## config.mk

```make
export PLATFORM = sky130hd
export DESIGN_NAME = disp_share_arb_flat
export DESIGN_NICKNAME = d
export VERILOG_FILES = /design/src/rtl/disp_share_arb_if.sv /design/src/rtl/disp_share_arb.sv /design/src/flat_wrapper.sv
export SDC_FILE = /design/constraint.sdc
export NUM_CORES = 1
export LEC_CHECK = 0
export BUFFER_PORTS_ARGS = -buffer_cell sky130_fd_sc_hd__buf_4
export CAP_MARGIN = 10
export CORE_UTILIZATION = 54
export CTS_BUF_LIST = sky130_fd_sc_hd__clkbuf_4
export DETAILED_ROUTE_END_ITERATION = 8
export HOLD_SLACK_MARGIN = 0.06
export MAX_ROUTING_LAYER = met4
export PLACE_DENSITY = 0.88
export SLEW_MARGIN = 20
export SYNTH_ARGS = -nofsm -noshare
export SYNTH_HDL_FRONTEND = slang
export SYNTH_SLANG_ARGS = --single-unit
export TNS_END_PERCENT = 20
```

## constraint.sdc

```tcl
create_clock -name clk -period 4.2 [get_ports clk]
set_input_delay 0 -clock clk [delete_from_list [all_inputs] [get_ports clk]]
set_output_delay 0 -clock clk [all_outputs]
set_load 0.05 [all_outputs]
```

## src/rtl/disp_share_arb_if.sv

```systemverilog
// Bundle between the display requesters and the shared-display arbiter.
// The arbiter is the slave side; the requesters and disp_hex_mux are the master side.
interface disp_share_arb_if #(
    parameter int N = 4
);
    logic [N-1:0]    req;
    logic [16*N-1:0] val;
    logic [4*N-1:0]  dp_req;
    logic [N-1:0]    grant;
    logic [3:0]      hex3;
    logic [3:0]      hex2;
    logic [3:0]      hex1;
    logic [3:0]      hex0;
    logic [3:0]      dp_in;
    logic            busy;

    modport master (
        output req, val, dp_req,
        input  grant, hex3, hex2, hex1, hex0, dp_in, busy
    );

    modport slave (
        input  req, val, dp_req,
        output grant, hex3, hex2, hex1, hex0, dp_in, busy
    );
endinterface

```

## src/rtl/disp_share_arb.sv

```systemverilog
// Round-robin owner of the 4-digit seven-segment display. An owner keeps the
// display for at least DWELL cycles unless it releases early.
module disp_share_arb #(
    parameter int N     = 4,
    parameter int DWELL = 100_000_000
) (
    input  logic             clk,
    input  logic             reset,
    disp_share_arb_if.slave  bus
);
    localparam int IW = (N > 1) ? $clog2(N) : 1;
    localparam int CW = (DWELL > 2) ? $clog2(DWELL) : 1;

    localparam logic [CW-1:0] CNT_LOAD = CW'(DWELL - 1);
    localparam logic [CW-1:0] CNT_ZERO = {CW{1'b0}};
    localparam logic [CW-1:0] CNT_ONE  = CW'(1);
    localparam logic [IW-1:0] LAST_RST = IW'(N - 1);

    typedef enum logic [0:0] {
        IDLE = 1'b0,
        HOLD = 1'b1
    } state_t;

    state_t          state_q, state_d;
    logic [IW-1:0]   owner_q, owner_d;
    logic [IW-1:0]   last_q, last_d;
    logic [CW-1:0]   cnt_q, cnt_d;
    logic [N-1:0]    grant_q, grant_d;
    logic            busy_q;
    logic [15:0]     hex_q, hex_d;
    logic [3:0]      dp_q, dp_d;

    logic [IW-1:0]   base_s;
    logic [IW-1:0]   win_s;
    logic            win_found_s;
    logic            own_req_s;
    logic [15:0]     val_arr_s [N];
    logic [3:0]      dp_arr_s  [N];

    for (genvar gi = 0; gi < N; gi++) begin : g_unpack
        assign val_arr_s[gi] = bus.val[16*gi +: 16];
        assign dp_arr_s[gi]  = bus.dp_req[4*gi +: 4];
    end

    // Round-robin search: start one past the base and wrap, so the base itself is checked last.
    always_comb begin
        base_s      = (state_q == HOLD) ? owner_q : last_q;
        win_s       = {IW{1'b0}};
        win_found_s = 1'b0;
        for (int off = N; off >= 1; off--) begin
            if (bus.req[(int'(base_s) + off) % N]) begin
                win_s       = IW'((int'(base_s) + off) % N);
                win_found_s = 1'b1;
            end else begin
                win_found_s = win_found_s;
            end
        end
        own_req_s = bus.req[owner_q];
    end

    // Ownership and dwell-counter next state.
    always_comb begin
        state_d = state_q;
        owner_d = owner_q;
        last_d  = last_q;
        cnt_d   = cnt_q;
        case (state_q)
            IDLE: begin
                if (win_found_s) begin
                    state_d = HOLD;
                    owner_d = win_s;
                    cnt_d   = CNT_LOAD;
                end else begin
                    state_d = IDLE;
                    cnt_d   = CNT_ZERO;
                end
            end
            HOLD: begin
                if (!own_req_s) begin
                    // Release ignores the dwell counter; the owner's req is low so it cannot win.
                    last_d = owner_q;
                    if (win_found_s) begin
                        state_d = HOLD;
                        owner_d = win_s;
                        cnt_d   = CNT_LOAD;
                    end else begin
                        state_d = IDLE;
                        cnt_d   = CNT_ZERO;
                    end
                end else if (cnt_q == CNT_ZERO) begin
                    owner_d = win_s;
                    cnt_d   = CNT_LOAD;
                    if (win_s != owner_q) begin
                        last_d = owner_q;
                    end else begin
                        last_d = last_q;
                    end
                end else begin
                    cnt_d = cnt_q - CNT_ONE;
                end
            end
            default: begin
                state_d = IDLE;
                cnt_d   = CNT_ZERO;
            end
        endcase
    end

    // Output image follows the next owner so grant and display change on the same edge.
    always_comb begin
        grant_d = {N{1'b0}};
        if (state_d == HOLD) begin
            grant_d[owner_d] = 1'b1;
            hex_d            = val_arr_s[owner_d];
            dp_d             = dp_arr_s[owner_d];
        end else begin
            hex_d = 16'h0000;
            dp_d  = 4'b1111;
        end
    end

    // State and registered outputs.
    always_ff @(posedge clk) begin
        if (reset) begin
            state_q <= IDLE;
            owner_q <= {IW{1'b0}};
            last_q  <= LAST_RST;
            cnt_q   <= CNT_ZERO;
            grant_q <= {N{1'b0}};
            busy_q  <= 1'b0;
            hex_q   <= 16'h0000;
            dp_q    <= 4'b1111;
        end else begin
            state_q <= state_d;
            owner_q <= owner_d;
            last_q  <= last_d;
            cnt_q   <= cnt_d;
            grant_q <= grant_d;
            busy_q  <= |grant_d;
            hex_q   <= hex_d;
            dp_q    <= dp_d;
        end
    end

    assign bus.grant = grant_q;
    assign bus.busy  = busy_q;
    assign bus.hex3  = hex_q[15:12];
    assign bus.hex2  = hex_q[11:8];
    assign bus.hex1  = hex_q[7:4];
    assign bus.hex0  = hex_q[3:0];
    assign bus.dp_in = dp_q;
endmodule

```

## src/flat_wrapper.sv

```systemverilog
// flat-port wrapper written by rule: the top's interface ports become plain ports
module disp_share_arb_flat 
#(
    parameter int N     = 4,
    parameter int DWELL = 100_000_000
)
  (clk, reset, bus_req, bus_val, bus_dp_req, bus_grant, bus_hex3, bus_hex2, bus_hex1, bus_hex0, bus_dp_in, bus_busy);
  disp_share_arb_if #(.N(N)) bus_i ();
  input  logic clk;
  input  logic reset;
  input wire logic [$bits(bus_i.req)-1:0] bus_req;
  input wire logic [$bits(bus_i.val)-1:0] bus_val;
  input wire logic [$bits(bus_i.dp_req)-1:0] bus_dp_req;
  output wire logic [$bits(bus_i.grant)-1:0] bus_grant;
  output wire logic [$bits(bus_i.hex3)-1:0] bus_hex3;
  output wire logic [$bits(bus_i.hex2)-1:0] bus_hex2;
  output wire logic [$bits(bus_i.hex1)-1:0] bus_hex1;
  output wire logic [$bits(bus_i.hex0)-1:0] bus_hex0;
  output wire logic [$bits(bus_i.dp_in)-1:0] bus_dp_in;
  output wire logic [$bits(bus_i.busy)-1:0] bus_busy;
  assign bus_i.req = bus_req;
  assign bus_i.val = bus_val;
  assign bus_i.dp_req = bus_dp_req;
  assign bus_grant = bus_i.grant;
  assign bus_hex3 = bus_i.hex3;
  assign bus_hex2 = bus_i.hex2;
  assign bus_hex1 = bus_i.hex1;
  assign bus_hex0 = bus_i.hex0;
  assign bus_dp_in = bus_i.dp_in;
  assign bus_busy = bus_i.busy;
  disp_share_arb #(.N(N), .DWELL(DWELL)) u_core (.clk(clk), .reset(reset), .bus(bus_i));
endmodule
```

==> run_results.csv <==
group,metric,value,unit
yosys,synth_cell_types,49,
power,p_leak,2.01,nW
route,drt-initial-drc-count,465,
route,routed_via_density,6.55,
clock_network,htree_levels,3,
critical_path,worstPathMaxFanout,9,
final_layout,fill_cells,126,
clock_network,cts_buffer_depth,2,
sta,fin_crit,4150,ps
run,max-cap-violations,0,
sta,slew_headroom,32.9,%
sta,timing.final.crit_share,98.7,%
critical_path,critPathSlowestCell,"a311oi_1",
yosys,syn-num-nets,382,
route,route.met2.wl,6010,um
yosys,ys_warn_count,0,
floorplan,die_h,74.0,um
worst_hold_path,hold_path.class,"input pin to register",
final_layout,n_antenna_cell,0,
sta,worstMarginPinSlew,1000,ps
sta,report.final.slew_viol_count,0,
worst_hold_path,hold_depth,4,
route,vias,3563,
clock_network,cts-root-buf,"clkbuf_4",
critical_path,r2r_cells,8,
critical_path,cpMostUsedCell,"dlygate4sd3_1",
route,detail-route-antenna-nets,0,
floorplan,rows,25,
clock_network,clk_latency,430,ps
floorplan,initial_utilization,57.8,%
route,first_pass_iters,5,
power,vdd_drop_max,0.268,mV
sta,setup_viol,0,
yosys,async_flop_share,0,%
placed_design,dp_hpwl,5870,um
grt,grt_pass1_vias,3654,
floorplan,fp.dieW,74.0,um
final_layout,drive_above_1_share,29.6,%
sta,skew,19.2,ps
placed_design,portBuffers,110,
critical_path,crit_path_cell_trace,"nor2_1, a311oi_1, nand2_1, o41ai_4, a221oi_1, dlygate4sd3_1, o21ai_0, dlygate4sd3_1",
final_layout,synthToLayoutAreaGrowth,60.5,%
clock_network,cts_tree,"built",
route,wl_per_cell,24.4,um
critical_path,worstSetupPathType,"register to register",
grt,grt_max_degree,26,
yosys,syn_avg_cell_area,9.52,um2
grt,grt_pass1_wl,18800,um
critical_path,cp-end-kind,"register",
critical_path,critPathMaxStageDelay,870,ps
yosys,synth-edff-count,0,
floorplan,core-area,4850,um2
placed_design,gp_congestion,0.849,
final_layout,fin_nets,563,
run_status,outcome,"completed",
route,wirelength,13300,um
sta,finalSetupTns,0,ps
grt,antenna_found_initial,0,
grt,grtUsageTotal,49.2,%
clock_network,cts_num_sinks,57,
floorplan,ios,111,
yosys,synth_seq_cells,57,
floorplan,die_area,5480,um2
critical_path,arrival,4510,ps
sta,hold_viol,0,
route,met3_length,1680,um
yosys,synth_ff_type,"dfxtp_1",
critical_path,cp.required,4570,ps
sta,fmax,241,MHz
critical_path,worstSetupStartpointType,"register",
clock_network,clkTransAtPathRegs,100,ps
power,powerDensity,401,nW/um2
route,highest_layer,"met4",
placed_design,dpl_cell_area,3670,um2
final_layout,design_area,4490,um2
grt,grt_remaining_overflow,0,
route,drc,0,
yosys,syn_inst,294,
clock_network,numCtsBuffers,9,
route,drt-met1-wl,4620,um
yosys,seq_area_frac_synth,40.8,%
yosys,netlist_area,2800,um2
==> worst max-delay path, delay by kind of cell (launching register included) <==
| family | cells | cell delay [ps] |
|---|---|---|
| compound gates | 4 | 1760 |
| buf+inv | 2 | 1200 |
| flops | 1 | 650 |
| simple gates | 2 | 490 |
==> report_power, final <==
part	switching (W)	total (W)	leakage [nW]	internal, W
logic	0.000453	0.000803	1.48	0.000351
registers	0.0000589	0.000667	0.474	0.000608
clock network	0.000210	0.000333	0.0561	0.000123
total	0.000722	0.00180	2.01	0.00108
==> cells in the mapped netlist, types with 2 or more instances <==
library cell	n	area, um2
a31oi_1	3	18.8
o21ai_0	4	20.0
mux2_2	2	22.5
or4_1	2	15.0
o22ai_1	18	113
mux2i_1	41	410
nand3_1	4	20.0
a221oi_1	2	17.5
nand2b_1	5	31.3
or3_1	4	25.0
nor3_1	9	45.0
xnor2_1	17	149
a21oi_1	20	100
nor2b_1	4	25.0
nand2_1	13	48.8
nor2_1	21	78.8
dfxtp_1	57	1140
buf_2	3	15.0
nor4_1	7	43.8
xor2_1	7	61.3
and2_1	3	18.8
ha_1	2	25.0
inv_1	5	18.8
o21ai_1	2	10.0
buf_6	3	33.8
o2111ai_1	2	17.5
clkbuf_1	9	33.8
nand4_1	2	12.5
and3_1	2	12.5
or4_4	2	22.5
==> repair_timing <==
action | CTS | global route
endpoints found under the hold margin | 24 | 0
gates resized for setup | 0 | 4
setup endpoints to repair | 0 | 7
hold buffers | 70 | 0
buffers inserted | 0 | 0
==> through the flow <==
stage               instances  setup WS [ps]  total power (W)  util, %  hold WS (ps)
global placement          460            900          0.00125     75.7           214
detailed placement        460            814          0.00126     75.7           222
global route              544          -91.1          0.00184     92.7           415
CTS                       543            117          0.00167     92.0           291
floorplan                 294           1370          0.00108        -          72.4
finish                    544           54.7          0.00180     92.7           421
==> layout by cell type (no fill, tap or decap), types with 3 or more instances in the layout <==
cell | netlist | layout
a21oi_1 | 20 | 20
a31oi_1 | 3 | 3
and2_1 | 3 | 3
buf_4 | 0 | 113
clkbuf_4 | 0 | 11
dfxtp_1 | 57 | 57
dlygate4sd3_1 | 0 | 70
inv_1 | 5 | 5
mux2i_1 | 41 | 40
nand2_1 | 13 | 12
nand2b_1 | 5 | 5
nand3_1 | 4 | 4
nor2_1 | 21 | 21
nor2b_1 | 4 | 4
nor3_1 | 9 | 8
nor4_1 | 7 | 7
o21ai_0 | 4 | 4
o22ai_1 | 18 | 18
or3_1 | 4 | 4
xnor2_1 | 17 | 17
xor2_1 | 7 | 7
==> registers in the layout, summed over array words and instances, names as in the netlist <==
register / count
u_core.state_q: 1
u_core.bus.grant: 4
u_core.last_q: 2
u_core.bus.dp_in: 4
u_core.hex_q: 16
u_core.cnt_q: 27
u_core.owner_q: 2
u_core.bus.busy: 1
==> worst paths after layout <==
check | slack, ps | from | to
setup reg to reg | 50 | u_core.owner_q[0]$_SDFF_PP0_ | u_core.bus.dp_in[1]$_SDFF_PP1_
hold / removal | 420 | bus_dp_req[10] | u_core.bus.dp_in[2]$_SDFF_PP1_
setup / recovery | 50 | u_core.owner_q[0]$_SDFF_PP0_ | u_core.bus.dp_in[1]$_SDFF_PP1_
hold reg to reg | 520 | u_core.cnt_q[25]$_SDFF_PP0_ | u_core.cnt_q[25]$_SDFF_PP0_
==> logic make-up (layout without fill, tap and decap cells) <==
group / Yosys count / count (layout) / synth area share (%)
simple gates: 84 / 84 / 16.3
compound gates: 62 / 63 / 14.6
mux: 44 / 44 / 16.3
xor+xnor: 24 / 24 / 7.51
flops: 57 / 57 / 40.8
fa+ha+maj: 2 / 2 / 0.894
buf+inv: 21 / 203 / 3.75
==> area by class of cell <==
class	instances	area, um2	area share, %
clock inverters	2	8.76	0.195
inverters	6	22.5	0.501
multi-input cells	217	1600	35.5
repair buffers	184	1560	34.7
flip-flops and latches	57	1140	25.4
clock buffers	11	82.6	1.84
well taps	67	83.8	1.87
==> routing by layer <==
metal	up-vias	GRT usage, %
li1	1437	-
met1	1618	53.3
met2	386	76.1
met3	122	18.7
met4	0	29.9
met5	-	-
(Power assumes the default switching activity.)
